<file path="src/rtl/uart_rx_decoder.sv">
// 8N1 UART receiver for the keypad link: synchronises the line, assembles a byte,
// holds it in a one-deep buffer and decodes keypad ASCII back to the 4-bit key code.
module uart_rx_decoder #(
  parameter int CLKS_PER_BIT = 2812,
  parameter int HALF_BIT     = CLKS_PER_BIT / 2
) (
  input  logic       clk,
  input  logic       rst,
  input  logic       uart_rx,
  input  logic       rx_ack,
  output logic [7:0] rx_data,
  output logic       rx_valid,
  output logic [3:0] key_code,
  output logic       key_valid,
  output logic       frame_err,
  output logic       overrun,
  output logic [2:0] dbg_state
);

  localparam int CW = $clog2(CLKS_PER_BIT);
  localparam logic [CW-1:0] BIT_LAST  = CW'(CLKS_PER_BIT - 1);
  localparam logic [CW-1:0] HALF_LAST = CW'(HALF_BIT - 1);

  typedef enum logic [2:0] {
    IDLE    = 3'd0,
    START   = 3'd1,
    DATA    = 3'd2,
    STOP    = 3'd3,
    WAIT_HI = 3'd4
  } state_e;

  state_e        state_q, state_d;
  logic [CW-1:0] cnt_q, cnt_d;
  logic [2:0]    bit_q, bit_d;
  logic [7:0]    shreg_q, shreg_d;
  logic          sync1_q, rx_s_q;
  logic [7:0]    data_q, data_d;
  logic          valid_q, valid_d;
  logic          ovr_q, ovr_d;
  logic          ferr_q, ferr_d;
  logic          commit;
  logic          stop_bad;
  logic          key_hit;

  // Handshake: rx_valid stays high until a cycle with rx_ack high; a byte that
  // completes while rx_valid is high and unacknowledged is dropped and flags overrun.

  always_ff @(posedge clk or negedge rst) begin
    if (!rst) begin
      sync1_q <= 1'b1;
      rx_s_q  <= 1'b1;
    end else begin
      sync1_q <= uart_rx;
      rx_s_q  <= sync1_q;
    end
  end

  always_ff @(posedge clk or negedge rst) begin
    if (!rst) begin
      state_q <= IDLE;
      cnt_q   <= '0;
      bit_q   <= '0;
      shreg_q <= '0;
      data_q  <= '0;
      valid_q <= 1'b0;
      ovr_q   <= 1'b0;
      ferr_q  <= 1'b0;
    end else begin
      state_q <= state_d;
      cnt_q   <= cnt_d;
      bit_q   <= bit_d;
      shreg_q <= shreg_d;
      data_q  <= data_d;
      valid_q <= valid_d;
      ovr_q   <= ovr_d;
      ferr_q  <= ferr_d;
    end
  end

  always_comb begin
    state_d  = state_q;
    cnt_d    = cnt_q + 1'b1;
    bit_d    = bit_q;
    shreg_d  = shreg_q;
    commit   = 1'b0;
    stop_bad = 1'b0;
    unique case (state_q)
      IDLE: begin
        cnt_d = '0;
        if (!rx_s_q) state_d = START;
      end
      START: begin
        if (cnt_q == HALF_LAST) begin
          cnt_d   = '0;
          bit_d   = '0;
          state_d = rx_s_q ? IDLE : DATA;
        end
      end
      DATA: begin
        if (cnt_q == BIT_LAST) begin
          cnt_d   = '0;
          shreg_d = {rx_s_q, shreg_q[7:1]};
          if (bit_q == 3'd7) state_d = STOP;
          else               bit_d   = bit_q + 1'b1;
        end
      end
      STOP: begin
        // Returning to IDLE at the stop mid-point lets a back-to-back start edge be caught.
        if (cnt_q == BIT_LAST) begin
          cnt_d = '0;
          if (rx_s_q) begin
            commit  = 1'b1;
            state_d = IDLE;
          end else begin
            stop_bad = 1'b1;
            state_d  = WAIT_HI;
          end
        end
      end
      WAIT_HI: begin
        cnt_d = '0;
        if (rx_s_q) state_d = IDLE;
      end
      default: begin
        cnt_d   = '0;
        state_d = IDLE;
      end
    endcase
  end

  always_comb begin
    data_d  = data_q;
    valid_d = valid_q;
    ovr_d   = ovr_q;
    ferr_d  = stop_bad;
    if (commit) begin
      if (!valid_q || rx_ack) begin
        data_d  = shreg_q;
        valid_d = 1'b1;
        ovr_d   = 1'b0;
      end else begin
        ovr_d = 1'b1;
      end
    end else if (valid_q && rx_ack) begin
      valid_d = 1'b0;
      ovr_d   = 1'b0;
    end
  end

  always_comb begin
    key_code = 4'h0;
    key_hit  = 1'b1;
    case (data_q) inside
      [8'h30:8'h39]: key_code = data_q[3:0];
      [8'h41:8'h44]: key_code = data_q[3:0] + 4'd9;
      8'h2A:         key_code = 4'hF;
      8'h23:         key_code = 4'hE;
      default:       key_hit  = 1'b0;
    endcase
    if (!(valid_q && key_hit)) key_code = 4'h0;
  end

  assign key_valid = valid_q && key_hit;
  assign rx_data   = data_q;
  assign rx_valid  = valid_q;
  assign frame_err = ferr_q;
  assign overrun   = ovr_q;
  assign dbg_state = state_q;

endmodule

</file>
<file path="config.mk">
export PLATFORM = sky130hd
export DESIGN_NAME = uart_rx_decoder
export DESIGN_NICKNAME = d
export VERILOG_FILES = /design/src/rtl/uart_rx_decoder.sv
export SDC_FILE = /design/constraint.sdc
export NUM_CORES = 1
export LEC_CHECK = 0
export CAP_MARGIN = 20
export CORE_AREA = 2 2 64 66
export CTS_BUF_LIST = sky130_fd_sc_hd__clkbuf_16
export CTS_CLUSTER_DIAMETER = 100
export DETAILED_ROUTE_END_ITERATION = 8
export DIE_AREA = 0 0 66 68
export PLACE_DENSITY = 0.87
export SYNTH_ARGS = -nofsm -noshare
export SYNTH_HDL_FRONTEND = slang
export SYNTH_SLANG_ARGS = --single-unit
</file>
<file path="constraint.sdc">
create_clock -name clk -period 2.6 [get_ports clk]
set_input_delay 0.39 -clock clk [delete_from_list [all_inputs] [get_ports clk]]
set_output_delay 0.39 -clock clk [all_outputs]
set_load 0.005 [all_outputs]
</file>
After elaboration in Yosys (flattened, before gate mapping)
Cells that the tools add are included.
{"block": "totals", "wordCells": 85, "mem_count": 0, "inputBits": 4, "mem_bits_rw": 0, "romBits": 0, "ff_bits": 39, "out_inout_bits": 19, "latchBits": 0}
{"block": "op_classes", "eq_ne": 17, "n_lt_le_gt_ge": 4, "bitwise_logic": 0, "addsub": 3, "shift": 0, "n_reduce_logical": 15, "mul": 0, "mux": 36, "div_mod_pow": 0}
{"operator": "3-bit 2-to-1 mux", "count": 10}
{"operator": "12-bit 2-to-1 mux", "count": 2}
{"operator": "12-bit case mux with 2 select lines", "count": 1}
{"operator": "4-bit 2-to-1 mux", "count": 5}
{"operator": "8-bit by 6-bit equality test with 1-bit output (second input constant)", "count": 2}
{"operator": "1-bit 2-to-1 mux", "count": 15}
{"operator": "3-bit case mux with 5 select lines", "count": 1}
{"operator": "2-bit inequality test (second input constant)", "count": 7}
{"operator": "12-bit by 1-bit adder with 12-bit output (second input constant)", "count": 1}
{"operator": "12-bit by 11-bit equality test with 1-bit output (second input constant)", "count": 1}
{"operator": "12-bit equality test (second input constant)", "count": 1}
{"operator": "8-bit by 6-bit >= comparator with 1-bit output (second input constant)", "count": 1}
{"operator": "8-bit by 7-bit >= comparator with 1-bit output (second input constant)", "count": 1}
{"operator": "8-bit by 6-bit <= comparator with 1-bit output (second input constant)", "count": 1}
{"operator": "8-bit by 7-bit <= comparator with 1-bit output (second input constant)", "count": 1}
{"operator": "3-bit by 2-bit equality test with 1-bit output (second input constant)", "count": 2}
{"operator": "3-bit equality test (second input constant)", "count": 2}
{"operator": "3-bit case mux with 2 select lines", "count": 1}
{"operator": "2-bit AND reduction", "count": 3}
{"operator": "6-bit AND reduction", "count": 1}
{"operator": "4-bit adder (second input constant)", "count": 1}
{"operator": "1-bit logical AND", "count": 4}
{"operator": "4-bit AND reduction", "count": 1}
{"operator": "2-bit nonzero test", "count": 2}
{"operator": "8 further kinds", "count": 8}

Logic depth before layout (Yosys ltp)
Gate-level depths: netlist of run 1.
{"block": "depth", "word_depth": 7, "ltp_mapped": 7, "mapped_depth_nobuf": 6}

Least setup slack after synthesis of run 1
OpenSTA, ideal clock, no wires.
{"block": "synth_path", "kind": "register -> output", "from": "register data_q[0] (netlist: rx_data[0])", "to": "output port key_code[3]", "path_stages_with_launch": 8, "arrival_ns": 1.893, "path_slack_ns": 0.317, "n_path_buf": 1, "path_cell_list": "dfrtp_1 inv_1 ha_1 or3b_2 and4_1 clkbuf_1 o31ai_1 nor2_1"}
{"block": "synth_via", "elab_chain_cells": 7, "elab_cells_between_ends": 19, "cone_classes": "1 x add/sub; 4 x order compare; 2 x eq/ne; 9 x mux; 3 x reduce/logical"}
{"item": "from (decl)", "line": "37", "text": "logic [7:0] data_q, data_d;"}
{"item": "from (signal assigned)", "line": "73", "text": "data_q <= data_d;"}
{"item": "branches (longest 6 deep; another with 8-bit by 7-bit >= comparator with 1-bit output)"}
{"item": "4-bit 2-to-1 mux (*)", "line": "160", "text": "if (!(valid_q && key_hit)) key_code = 4'h0;"}
{"item": "to (decl)", "line": "13", "text": "output logic [3:0] key_code,"}
Every way passes the cells marked *.

Worst setup path in the final report of run 1
{"block": "layout_path", "from": "register data_q[0] (netlist: rx_data[0])", "to": "output port key_code[1]"}
The elaborated chain is that of the path after synthesis.

==> results.ini, run 1 <==
[finish]
design_area_mm2 = 0.00258
fillers = 307
syn_to_final_growth_pct = 27.0
drive_gt1_share_pct = 27.7
layout.nets = 236
antennaDiodeCount = 0
final_common_cell = dfrtp_1
utilization_pct = 66.8
final_cell_mix = dfrtp_1, nor2_1, mux2_2

[timing]
min_period_ns = 2.53
fmax_ghz = 0.396
grt_setup_unrepaired = true
setup_tns_ns = 0
min_period_over_period_pct = 97.1
tightest_slew_ns = 0.830
setup_viol = 0
maxSlewHeadroom_pct = 44.6
skew_ns = 0.00618
finalMaxSlewViolations = 0
hold-worst-slack_ns = 0.209
hold_violations = 0

[logic_synthesis]
synth_cell_types = 44
yosysSeqAreaShare_pct = 48.2
synth_ff_type = dfrtp_1
synth_xor_area_share_pct = 4.32
async_flop_share_pct = 100
synth_fp_nets = 200
synth_top_cell_by_area = dfrtp_1
synth_adder_area_share_pct = 5.55
netlist_instances = 187
yosysWarnings = 0
synth_enable_flop_cells = 0
synth_compound_area_share_pct = 7.03
synth-seq-cells = 39
syn_area_per_cell_um2 = 10.8
synth_top_family_by_area = simple AND/OR/NAND/NOR gates
synth_area_leaders = dfrtp_1, mux2_2, ha_1
synthesis.area_mm2 = 0.00203
netlist.area_leader.share_pct = 45.7
yosys.area_share.simple_pct = 19.7
synth.area.mux_share_pct = 11.9

[drt]
vias = 1476
routed_wl_um = 3770
drt_iter0_drc = 60
viasPerCell = 5.39
antenna_left = 0
post-route-drc-count = 0
firstDrtPassIters = 4
post_drt_wl_per_cell_um = 13.8

[worst_setup_path]
cp.required_ns = 2.21
start_kind = flip-flop
worstPathArrival_ns = 2.14
end_kind = output port
r2r_slack_ns = 0.62
criticalPathCategory = reg2out
path_max_fanout = 4

[min_path]
hp-class = in2async

[grt]
globalRouteTotalUtil_pct = 18.9
grt_max_degree = 40
grt_pass1_vias = 1440
gr-total-overflow = 0
antenna_found_initial = 0
grt_first_pass_wirelength_um = 6430

[floorplanning]
core_mm2 = 0.00386
rows = 23
initial_core_util_pct = 52.6
io_pins = 23
die-area_mm2 = 0.00449
fp.dieW_um = 66
die_h_um = 68

[clock_network]
cts-root-buf = clkbuf_16
ctsHoldBuffers = 0
clk_pin_slew_ns = 0.05
cts_inserted_buffers = 5
cts_max_level = 2
cts_max_path_buffers = 2
cts_sinks = 39
clk_latency_ns = 0.28
cts_tree = done

[power_and_ir_drop]
peakVddDrop_v = 0.000547
power_leakage_nw = 1.21
powerDensity_mw_per_mm2 = 507

[place]
io_buffers = 22
dp_hpwl_um = 2650
placed_area_mm2 = 0.00235
place.gp.congestion = 0.773

[run_status]
outcome = completed

[flow_run]
cap_violations = 0

==> per-stage QoR <==
stage | total power (W) | instances | setup slack, ns
2_1_floorplan | 0.000628 | 187 | 0.317
3_3_place_gp | 0.000647 | 264 | 0.0449
3_5_place_dp | 0.000648 | 264 | -0.0491
4_1_cts | 0.00133 | 273 | 0.0290
5_1_grt | 0.00136 | 274 | -0.0366
6_report | 0.00131 | 274 | 0.0742
==> sequential cells by signal (all words and copies together), names as in the netlist <==
register / flops
bit_q: 3
cnt_q: 12
dbg_state: 3
frame_err: 1
overrun: 1
rx_data: 8
rx_s_q: 1
rx_valid: 1
shreg_q: 8
sync1_q: 1
==> cells in the mapped netlist (2+ instances only) <==
library cell	count
a31oi_1	2
dfrtp_1	37
ha_1	9
buf_2	2
nand4_1	2
or3b_2	2
inv_1	10
a211oi_1	2
nor3b_1	2
nand2_1	13
or2_2	2
nand4b_1	2
dfstp_2	2
a21oi_1	3
a22oi_1	3
xnor2_1	5
clkbuf_1	2
nand2b_1	4
xor2_1	5
and4_1	3
nor2_1	23
mux2i_1	5
nor3_1	3
mux2_2	17
nand3_1	6
o31ai_1	3
==> power by group <==
group	leakage (nW)	total [W]	switching [W]	internal (W)
logic	0.610	0.0000214	0.0000141	0.00000737
registers	0.523	0.000616	0.00000450	0.000612
clock network	0.0812	0.000668	0.000222	0.000447
total	1.21	0.00131	0.000240	0.00107
==> layer usage <==
layer  wire length [um]  GRT usage (%)
met3                134           4.93
met1               1670           23.3
met5                  0              0
met2               1910           32.6
met4                 51           6.12
==> worst max-delay path, cell delays in order (launching register included) <==
cell and delay [ns]:
dfrtp_1 0.41, inv_2 0.08, ha_1 0.15, or3b_2 0.44, and4_4 0.18, o311a_1 0.33
dlygate4sd2_1 0.26
==> area by class of cell <==
class,count,area (um^2),share of cell area [%]
Clock buffer,5,125,4.86
Timing Repair Buffer,34,288,11.2
Tap cell,50,62.6,2.43
Multi-Input combinational cell,133,1050,40.6
Inverter,10,37.5,1.46
Sequential cell,39,978,38.0
Clock inverter,3,38.8,1.51
==> repair_timing <==
action / in CTS / in global routing
buffers inserted: 1 / 1
setup endpoints to repair: 5 / 3
gates resized for setup: 16 / 12
pin swaps: 2 / 2
==> path summary, 6_finish.rpt <==
path                       cells after the start           to        from
max                                            6  key_code[1]  rx_data[0]
min                                            1     cnt_q[2]         rst
max reg2reg                                    5   rx_data[1]    cnt_q[0]
min reg2reg                                    0       rx_s_q     sync1_q
max in group asynchronous                      1     cnt_q[8]         rst
min in group clk                               0       rx_s_q     sync1_q
==> logic make-up (layout without fill, tap and decap cells) <==
group,count (synthesis),in the layout
xor+xnor,10,10
buf+inv,15,52
simple gates,72,72
fa+ha+maj,9,9
flops,39,39
compound gates,20,20
mux,22,22
Note: power is estimated with default switching activity, not from simulation.
==> run 2, diff against run 1 <==
--- a/config.mk
+++ b/config.mk
@@ -6,12 +6,13 @@
 export NUM_CORES = 1
 export LEC_CHECK = 0
 export CAP_MARGIN = 20
-export CORE_AREA = 2 2 64 66
+export CORE_AREA = 2 2 62 64
 export CTS_BUF_LIST = sky130_fd_sc_hd__clkbuf_16
 export CTS_CLUSTER_DIAMETER = 100
 export DETAILED_ROUTE_END_ITERATION = 8
-export DIE_AREA = 0 0 66 68
-export PLACE_DENSITY = 0.87
+export DIE_AREA = 0 0 64 66
+export DONT_BUFFER_PORTS = 1
+export PLACE_DENSITY = 0.83
 export SYNTH_ARGS = -nofsm -noshare
 export SYNTH_HDL_FRONTEND = slang
 export SYNTH_SLANG_ARGS = --single-unit
==> run 2 against run 1 <==
Register-to-register slack got worse by 0.17 ns. Global-route usage rose by 2.0 points. Clock power barely moved. Largest cell class unchanged.
==> results.ini, run 2 (synthesis gave the netlist of run 1 again) <==
[run_status]
outcome = completed  ; unchanged

[clock_network]
cts_setup_buffers = 0  ; was 1
cts_sinks = 39  ; unchanged
clk_latency_ns = 0.28  ; about the same
cts_max_path_buffers = 2  ; unchanged
cts_max_level = 2  ; unchanged
cts_inserted_buffers = 5  ; unchanged
cts-root-buf = clkbuf_16  ; unchanged
cts_tree = done  ; unchanged
clk_pin_slew_ns = 0.05  ; about the same

[worst_setup_path]
rr_worst_depth = 5  ; unchanged
crit_path_end = key_code[1]  ; unchanged
r2r_start = cnt_q[0]  ; unchanged
worstPathArrival_ns = 2.10  ; was 2.14 ns
end_kind = output port  ; unchanged
path_max_fanout = 6  ; was 4
timing.rr.end = rx_data[1]  ; unchanged
cp.required_ns = 2.21  ; about the same
r2r_slack_ns = 0.45  ; was 0.62 ns
critPathLaunch = rx_data[0]  ; unchanged
criticalPathCategory = reg2out  ; unchanged
start_kind = flip-flop  ; unchanged

[finish]
largest_reg_flops = 12  ; unchanged
utilization_pct = 64.3  ; was 66.8%
antennaDiodeCount = 0  ; unchanged
design_area_mm2 = 0.00228  ; was 0.00258 mm^2
layout.nets = 204  ; was 236
finalNonFillerCells = 240  ; was 274
seq_area_um2 = 981  ; was 978 um^2
final_cell_mix = dfrtp_1, nor2_1, mux2_2  ; unchanged
multiInputGateArea_mm2 = 0.00101  ; was 0.00105 mm^2
fillers = 275  ; was 307
regMostFlops = cnt_q  ; unchanged
syn_to_final_growth_pct = 12.6  ; was 27.0%
drive_gt1_share_pct = 22.4  ; was 27.7%
final_common_cell = dfrtp_1  ; unchanged

[place]
placed_area_mm2 = 0.00206  ; was 0.00235 mm^2
place.gp.congestion = 0.852  ; was 0.773
io_buffers = 0  ; was 22
placed_cells = 230  ; was 264
dp_hpwl_um = 2730  ; was 2650 um

[timing]
fmax_ghz = 0.402  ; was 0.396 GHz
setup_tns_ns = 0  ; unchanged
maxSlewHeadroom_pct = 60.5  ; was 44.6%
min_period_over_period_pct = 95.6  ; was 97.1%
setup_viol = 0  ; unchanged
grt_setup_unrepaired = false  ; was true
min_period_ns = 2.49  ; was 2.53 ns
tightest_slew_ns = 0.591  ; was 0.830 ns
finalMaxSlewViolations = 0  ; unchanged
skew_ns = 0.00392  ; was 0.00618 ns
hold_violations = 0  ; unchanged

[grt]
antenna_found_initial = 0  ; unchanged
globalRouteMet2Util_pct = 36.6  ; was 32.6%
gr-total-overflow = 0  ; unchanged
grt_pass1_vias = 1406  ; was 1440
grtUsageMet3_pct = 5.79  ; was 4.93%
globalRouteTotalUtil_pct = 20.8  ; was 18.9%
grt_first_pass_wirelength_um = 6620  ; was 6430 um
grt_max_degree = 40  ; unchanged
grt-busiest-layer = met2  ; unchanged
gr-usage-met1_pct = 23.7  ; was 23.3%

[flow_run]
cap_violations = 0  ; unchanged

[drt]
routed_wl_um = 3870  ; was 3770 um
post_drt_wl_per_cell_um = 16.1  ; was 13.8 um
viasPerCell = 5.81  ; was 5.39
vias = 1395  ; was 1476
firstDrtPassIters = 4  ; unchanged
antenna_left = 0  ; unchanged
post-route-drc-count = 0  ; unchanged
drt_iter0_drc = 122  ; was 60

[power_and_ir_drop]
peakVddDrop_v = 0.000331  ; was 0.000547 V
powerDensity_mw_per_mm2 = 571  ; was 507 mW/mm^2
power_leakage_nw = 1.07  ; was 1.21 nW

[floorplanning]
die_h_um = 66  ; was 68 um
core_mm2 = 0.00355  ; was 0.00386 mm^2
die-area_mm2 = 0.00422  ; was 0.00449 mm^2
io_pins = 23  ; unchanged
rows = 22  ; was 23
initial_core_util_pct = 57.1  ; was 52.6%
fp.dieW_um = 64  ; was 66 um

[min_path]
hp-class = in2reg  ; was in2async

[run 2: layer usage]
metal  share of wire [%]  up-vias
met5                   0        -
met4                 1.8        0
met3                 4.0        8
met2                  51       29
met1                  44      689
li1                    -      669
[run 2: how the worst min path moves through the flow]
stage	cells after the start	from	end	slack [ns]
2_1_floorplan	0	rst	bit_q[0]	0.09
6_report	0	uart_rx	sync1_q	0.10
4_1_cts	0	uart_rx	sync1_q	0.1
5_1_grt	0	uart_rx	sync1_q	0.09
3_5_place_dp	0	rst	cnt_q[1]	0.1
3_3_place_gp	0	rst	cnt_q[0]	0.1
[run 2: critical path: stages (launching register included)]
cell,delay [ns]
dfrtp_2,0.45
inv_2,0.11
ha_1,0.18
or3b_2,0.44
and4_4,0.23
a22oi_1,0.18
o311a_1,0.22
[run 2: where the power goes]
group | switching (W) | total [W] | leakage [nW] | internal [W]
registers | 0.00000508 | 0.000617 | 0.519 | 0.000612
clock network | 0.000222 | 0.000669 | 0.0812 | 0.000447
logic | 0.0000134 | 0.0000195 | 0.472 | 0.00000612
total | 0.000240 | 0.00130 | 1.07 | 0.00106
[run 2: layout make-up]
cell class,count,area share [%]
repair buffers,2,1.32
inverters,10,1.64
multi-input cells,133,44.3
clock buffers,5,5.48
flip-flops and latches,39,43.0
clock inverters,3,1.70
well taps,48,2.63
[run 2: repair_timing]
action / 4_1_cts / 5_1_grt
hold endpoints to repair: 39 / 0
hold buffers: 2 / 0
setup endpoints to repair: 4 / 5
resized for setup: 4 / 7
cloned: 0 / 0
[run 2: metrics by stage]
stage	total power [W]	worst slack, ns	hold WS, ns
2_1_floorplan	0.000628	0.317	0.0944
3_3_place_gp	0.000630	0.309	0.0960
3_5_place_dp	0.000630	0.181	0.0958
4_1_cts	0.00132	0.00628	0.0983
5_1_grt	0.00135	0.0414	0.0924
6_report	0.00130	0.114	0.105
